**config.mk**
```make
export PLATFORM = sky130hd
export DESIGN_NAME = hyperbus_wb_bridge
export DESIGN_NICKNAME = d
export VERILOG_FILES = /design/src/rtl/hyperbus_wb_bridge.sv
export SDC_FILE = /design/constraint.sdc
export NUM_CORES = 1
export LEC_CHECK = 0
export BUFFER_PORTS_ARGS = -buffer_cell sky130_fd_sc_hd__buf_4
export CAP_MARGIN = 0
export CORE_MARGIN = 4
export CORE_UTILIZATION = 36
export CTS_CLUSTER_DIAMETER = 50
export DETAILED_ROUTE_END_ITERATION = 10
export HOLD_SLACK_MARGIN = 0.15
export PLACE_DENSITY = 0.62
export SLEW_MARGIN = 20
export SYNTH_ARGS = -nofsm -noshare
export SYNTH_HDL_FRONTEND = slang
export SYNTH_SLANG_ARGS = --single-unit
```
**constraint.sdc**
```tcl
create_clock -name clk -period 1.7 [get_ports clk]
set_input_delay 0.085 -clock clk [delete_from_list [all_inputs] [get_ports clk]]
set_output_delay 0.085 -clock clk [all_outputs]
set_load 0.005 [all_outputs]
```
**src/rtl/hyperbus_wb_bridge.sv**
```systemverilog
// Wishbone B4 classic 32-bit slave feeding the hyperbus leader request/stream port.
// Each bus cycle becomes one low-then-high halfword burst, followed by an idle gap.
module hyperbus_wb_bridge #(
    parameter int ADDR_LENGTH = 32,
    parameter int REG_BIT     = 31,
    parameter int TIMEOUT     = 64,
    parameter int GAP_CYCLES  = 4
) (
    input  logic                   clk,
    input  logic                   rstn,
    input  logic [31:0]            wb_adr_i,
    input  logic [31:0]            wb_dat_i,
    input  logic [3:0]             wb_sel_i,
    input  logic                   wb_we_i,
    input  logic                   wb_cyc_i,
    input  logic                   wb_stb_i,
    output logic [31:0]            wb_dat_o,
    output logic                   wb_ack_o,
    output logic                   wb_err_o,
    output logic [ADDR_LENGTH-1:0] hb_adr_o,
    output logic [15:0]            hb_dat_o,
    output logic [2:0]             hb_mask_o,
    output logic                   hb_reg_space_o,
    output logic                   hb_wrq_o,
    output logic                   hb_rrq_o,
    input  logic [15:0]            hb_dat_i,
    input  logic                   hb_ready_i,
    input  logic                   hb_valid_i
);
    localparam int CNT_MAX = (TIMEOUT > GAP_CYCLES) ? TIMEOUT : GAP_CYCLES;
    localparam int CW      = $clog2(CNT_MAX + 1);

    typedef enum logic [2:0] {IDLE, WR_WAIT, WR_HI, RD_LO, RD_HI, GAP} state_t;

    state_t                 r_state, w_state_nx;
    logic [CW-1:0]          r_cnt, w_cnt_nx;
    logic [15:0]            r_dat_hi, w_dat_hi_nx;
    logic [1:0]             r_sel_hi, w_sel_hi_nx;
    logic [31:0]            w_adr_word;
    logic                   w_abort;
    logic [31:0]            w_wb_dat_nx;
    logic                   w_ack_nx, w_err_nx;
    logic [ADDR_LENGTH-1:0] w_hb_adr_nx;
    logic [15:0]            w_hb_dat_nx;
    logic [2:0]             w_mask_nx;
    logic                   w_reg_nx, w_wrq_nx, w_rrq_nx;

    // Register-space select bit and byte offset are stripped before halving to a word address.
    always_comb begin
        w_adr_word          = wb_adr_i;
        w_adr_word[REG_BIT] = 1'b0;
        w_adr_word[1:0]     = 2'b00;
    end

    always_comb begin
        w_abort = !wb_cyc_i && (r_state inside {WR_WAIT, WR_HI, RD_LO, RD_HI});
    end

    always_comb begin
        w_state_nx  = r_state;
        w_cnt_nx    = r_cnt;
        w_dat_hi_nx = r_dat_hi;
        w_sel_hi_nx = r_sel_hi;
        w_wb_dat_nx = wb_dat_o;
        w_ack_nx    = 1'b0;
        w_err_nx    = 1'b0;
        w_hb_adr_nx = hb_adr_o;
        w_hb_dat_nx = hb_dat_o;
        w_mask_nx   = hb_mask_o;
        w_reg_nx    = hb_reg_space_o;
        w_wrq_nx    = hb_wrq_o;
        w_rrq_nx    = hb_rrq_o;
        if (w_abort) begin
            w_wrq_nx   = 1'b0;
            w_rrq_nx   = 1'b0;
            w_mask_nx  = 3'b011;
            w_cnt_nx   = '0;
            w_state_nx = GAP;
        end else begin
            case (r_state)
                IDLE: begin
                    if (wb_cyc_i && wb_stb_i) begin
                        w_hb_adr_nx = ADDR_LENGTH'(w_adr_word >> 1);
                        w_reg_nx    = wb_adr_i[REG_BIT];
                        if (wb_we_i) begin
                            w_wrq_nx    = 1'b1;
                            w_hb_dat_nx = wb_dat_i[15:0];
                            w_mask_nx   = {1'b0, ~wb_sel_i[1:0]};
                            w_dat_hi_nx = wb_dat_i[31:16];
                            w_sel_hi_nx = wb_sel_i[3:2];
                            w_state_nx  = WR_WAIT;
                        end else begin
                            w_rrq_nx   = 1'b1;
                            w_cnt_nx   = '0;
                            w_state_nx = RD_LO;
                        end
                    end
                end
                WR_WAIT: begin
                    if (hb_ready_i) begin
                        w_hb_dat_nx = r_dat_hi;
                        w_mask_nx   = {1'b0, ~r_sel_hi};
                        w_state_nx  = WR_HI;
                    end
                end
                WR_HI: begin
                    w_wrq_nx   = 1'b0;
                    w_mask_nx  = 3'b011;
                    w_ack_nx   = 1'b1;
                    w_cnt_nx   = '0;
                    w_state_nx = GAP;
                end
                RD_LO, RD_HI: begin
                    if (hb_valid_i) begin
                        w_cnt_nx = '0;
                        if (r_state == RD_LO) begin
                            w_wb_dat_nx[15:0] = hb_dat_i;
                            w_state_nx        = RD_HI;
                        end else begin
                            w_wb_dat_nx[31:16] = hb_dat_i;
                            w_rrq_nx           = 1'b0;
                            w_ack_nx           = 1'b1;
                            w_state_nx         = GAP;
                        end
                    end else if (r_cnt == CW'(TIMEOUT)) begin
                        w_rrq_nx   = 1'b0;
                        w_err_nx   = 1'b1;
                        w_cnt_nx   = '0;
                        w_state_nx = GAP;
                    end else begin
                        w_cnt_nx = r_cnt + CW'(1);
                    end
                end
                GAP: begin
                    if (r_cnt >= CW'(GAP_CYCLES - 1)) begin
                        w_cnt_nx   = '0;
                        w_state_nx = IDLE;
                    end else begin
                        w_cnt_nx = r_cnt + CW'(1);
                    end
                end
                default: begin
                    w_cnt_nx   = '0;
                    w_state_nx = IDLE;
                end
            endcase
        end
    end

    always_ff @(posedge clk or negedge rstn) begin
        if (!rstn) begin
            r_state        <= IDLE;
            r_cnt          <= '0;
            r_dat_hi       <= '0;
            r_sel_hi       <= '0;
            wb_dat_o       <= '0;
            wb_ack_o       <= 1'b0;
            wb_err_o       <= 1'b0;
            hb_adr_o       <= '0;
            hb_dat_o       <= '0;
            hb_mask_o      <= 3'b011;
            hb_reg_space_o <= 1'b0;
            hb_wrq_o       <= 1'b0;
            hb_rrq_o       <= 1'b0;
        end else begin
            r_state        <= w_state_nx;
            r_cnt          <= w_cnt_nx;
            r_dat_hi       <= w_dat_hi_nx;
            r_sel_hi       <= w_sel_hi_nx;
            wb_dat_o       <= w_wb_dat_nx;
            wb_ack_o       <= w_ack_nx;
            wb_err_o       <= w_err_nx;
            hb_adr_o       <= w_hb_adr_nx;
            hb_dat_o       <= w_hb_dat_nx;
            hb_mask_o      <= w_mask_nx;
            hb_reg_space_o <= w_reg_nx;
            hb_wrq_o       <= w_wrq_nx;
            hb_rrq_o       <= w_rrq_nx;
        end
    end
endmodule

```
==> impl_results.md <==
* Outcome: complete, but fails checks
* Failing checks: negative setup slack
* Routed wire length at 12,700 um
* Worst Path Required at 1940 ps
* Max Cap Viol at 0
* Antenna violations before repair at 0
* Slew headroom at 64.1%
* Critical path endpoint category: flip-flop
* Post-synth EDFFs at 0
* Hold WC Path Type: in -> reg
* Sw frac at 30.8%
* Clock root cell: clkbuf_16
* Drt first pass iters at 4
* Share of cells above drive strength 1 at 48.8%
* RSZ-0062 raised after global routing: true
* Number of distinct library cells after synthesis at 45
* Seq pwr share at 38.7%
* NetSw at 0.00365 W
* Clock Skew at 4.11 ps
* Yosys reg bits at 112
* Final GP Congestion at 0.834
* Setup violations, final at 11
* Worst-skew pair later-pin latency at 350 ps
* Ys flop type: dfrtp_1
* Clk pwr share at 18.0%
* Post-DP Area at 6500 um^2
* Yosys top cell area share at 57.2%
* Wirelength per Cell at 15.3 um
* Crit Path Class: reg -> reg
* GRT Overall Usage at 17.0%
* # H-tree levels at 3
* Cell Int Power at 0.00821 W
* Via count at 3,884
* Design area at 7740 um^2
* Min Tclk post-route at 1830 ps
* Slew Viols, Final at 0
* Core area at 12,900 um^2
* Vias in the first global route at 4,123
* DRC viols at 0
* Final net count at 746
* Worst slack, placed at -222 ps
* # IOs at 179
* Synth warnings at 0
* Port bufs at 172
* Die Width at 124 um
* Cell taking the most area after synthesis: dfrtp_1
* Top cells by area in the synthesized netlist: dfrtp_1 57%, mux2_2 19%, o21ai_0 3.6%
* Syn Area/Cell at 12.9 um^2
* Post-route ant nets at 0
* Area growth, synth to finish at 60.9%
* ANT cells at 0
* Critical Path Fanout Max at 6
* Largest net degree at the start of global routing at 43
* Die H at 124 um
* Worst setup SP type: flip-flop
* Die area at 15,300 um^2
* Initial Util at 37.4%
* Total gr overflow at 0
* Peak Freq at 547 MHz
* DP Wirelength at 8940 um
* Fraction of registers with async set/reset at 100%
* Comb pwr share at 43.3%
* Post-route clock period utilization at 107%
* TritonCTS Buffers at 9
* CTS tree: yes
* Crit path DAT at 2070 ps
* Worst Setup Slack, final at -127 ps
* Mapped Cells at 373
* Register area share after synthesis at 58.3%
* Tightest Pin Transition at 535 ps
* Max VDD drop at 703 uV
* P per Cell Area at 1530 nW/um^2
* CTS sink cnt at 112
* Most frequent cells in the layout: 195 x buf_4, 108 x dfrtp_1, 86 x dlygate4sd3_1, 81 x mux2_2, 28 x nand2_1
* Max clock buf depth at 2
* Reg clk slew, reported paths at 70 ps
* Filler cells at 1,020
* First-pass GRT wire length at 20,300 um
* Area of the mapped netlist at 4810 um^2
* Power Total at 0.0119 W
* Via density at 4.68
* Leak at 3.71 nW
* Initial DRC Count at 127
* Num rows at 41
* Most common cell after layout, fill and taps aside: buf_4
* Final Hold Viols at 0
* Reg2Reg Setup Slack at -130 ps
-- state kept, by name (all words and copies together) (netlist names) --
name	count
r_cnt	7
hb_mask_o	2
r_sel_hi	2
hb_wrq_o	1
r_dat_hi	16
hb_rrq_o	1
wb_err_o	1
hb_adr_o	29
wb_dat_o	32
r_state	3
hb_reg_space_o	1
wb_ack_o	1
hb_dat_o	16
-- power by group through the flow --
stage               clock network, W  logic (W)  registers (W)
floorplan                          0    0.00230        0.00459
global placement                   0    0.00476        0.00457
detailed placement                 0    0.00486        0.00463
CTS                          0.00221    0.00511        0.00459
global route                 0.00230    0.00560        0.00476
finish                       0.00214    0.00513        0.00459
-- synth_stat cells, types with 3 or more instances --
library cell	count
inv_1	7
clkbuf_1	7
o21ai_0	35
nor3b_1	3
nor2b_1	4
dfrtp_1	110
mux2_2	81
buf_4	6
a21oi_1	6
mux2i_1	16
buf_1	5
buf_2	4
a21o_1	3
nand3_1	4
nand2_1	29
nor2_1	8
nand2b_1	4
-- cells by family (layout without fill, tap and decap cells) --
kind of cell             count (synthesis)  count (layout)  share of synthesized area (%)
other                                    1               4                         0.0779
buffers and inverters                   29             311                           2.83
flip-flops                             112             112                           58.3
multiplexers                            97              97                           22.3
AO/OA/AOI/OAI                           61              61                           7.72
adder cells (fa/ha/maj)                  2               2                          0.520
AND/OR/NAND/NOR                         71              71                           8.32
-- cell type report --
cell class | count | area (um^2) | area share, %
repair buffers | 288 | 2450 | 31.6
inverters | 7 | 26.3 | 0.339
clock buffers | 11 | 243 | 3.13
flip-flops and latches | 112 | 2810 | 36.3
clock inverters | 5 | 56.3 | 0.727
well taps | 172 | 215 | 2.78
multi-input cells | 235 | 1950 | 25.2
-- per-stage QoR --
| stage | TNS, ps | util [%] | hold WS [ps] | cells |
|---|---|---|---|---|
| after detailed placement | -1150 | 50.5 | 95.0 | 724 |
| after floorplan | -42.2 | - | -211 | 376 |
| after global placement | -323 | 50.5 | 97.4 | 724 |
| after CTS | -776 | 59.8 | 197 | 830 |
| after global routing | -2030 | 60.1 | 270 | 830 |
| final | -1020 | 60.1 | 228 | 830 |
-- per-layer routing --
layer / part of all wire (%) / wire [um] / track usage, % / up-vias
met2: 54 / 6860 / 30.6 / 103
met5: 0 / 0 / 0 / -
met4: 2.2 / 280 / 6.64 / 0
met1: 38 / 4860 / 19.0 / 1889
li1: - / - / - / 1873
met3: 5.5 / 701 / 4.45 / 19
-- worst max-delay path, cell delays in order, from the launching register on --
cell	delay, ps
dfrtp_1	390
or4_4	580
o221ai_4	280
and2_4	230
o21ai_2	60
a22o_1	190
-- worst paths after layout --
check	to	start	cells after the start
worst max register to register	r_cnt[4]	r_cnt[5]	5
max in group asynchronous	hb_adr_o[8]	rstn	3
worst max-delay path	r_cnt[4]	r_cnt[5]	5
worst min-delay path	r_state[0]	wb_cyc_i	4
min in group asynchronous	r_dat_hi[12]	rstn	2
worst min register to register	hb_dat_o[0]	hb_dat_o[0]	2
-- repair_timing --
action                                  CTS  global route
gates cloned                              0             0
hold endpoints to repair                213             0
hold buffers                             86             0
buffers inserted                          4             0
pin swaps                                 3             1
gates resized for setup                  10            15
endpoints found under the setup margin   23            93
(Power assumes the default switching activity.)
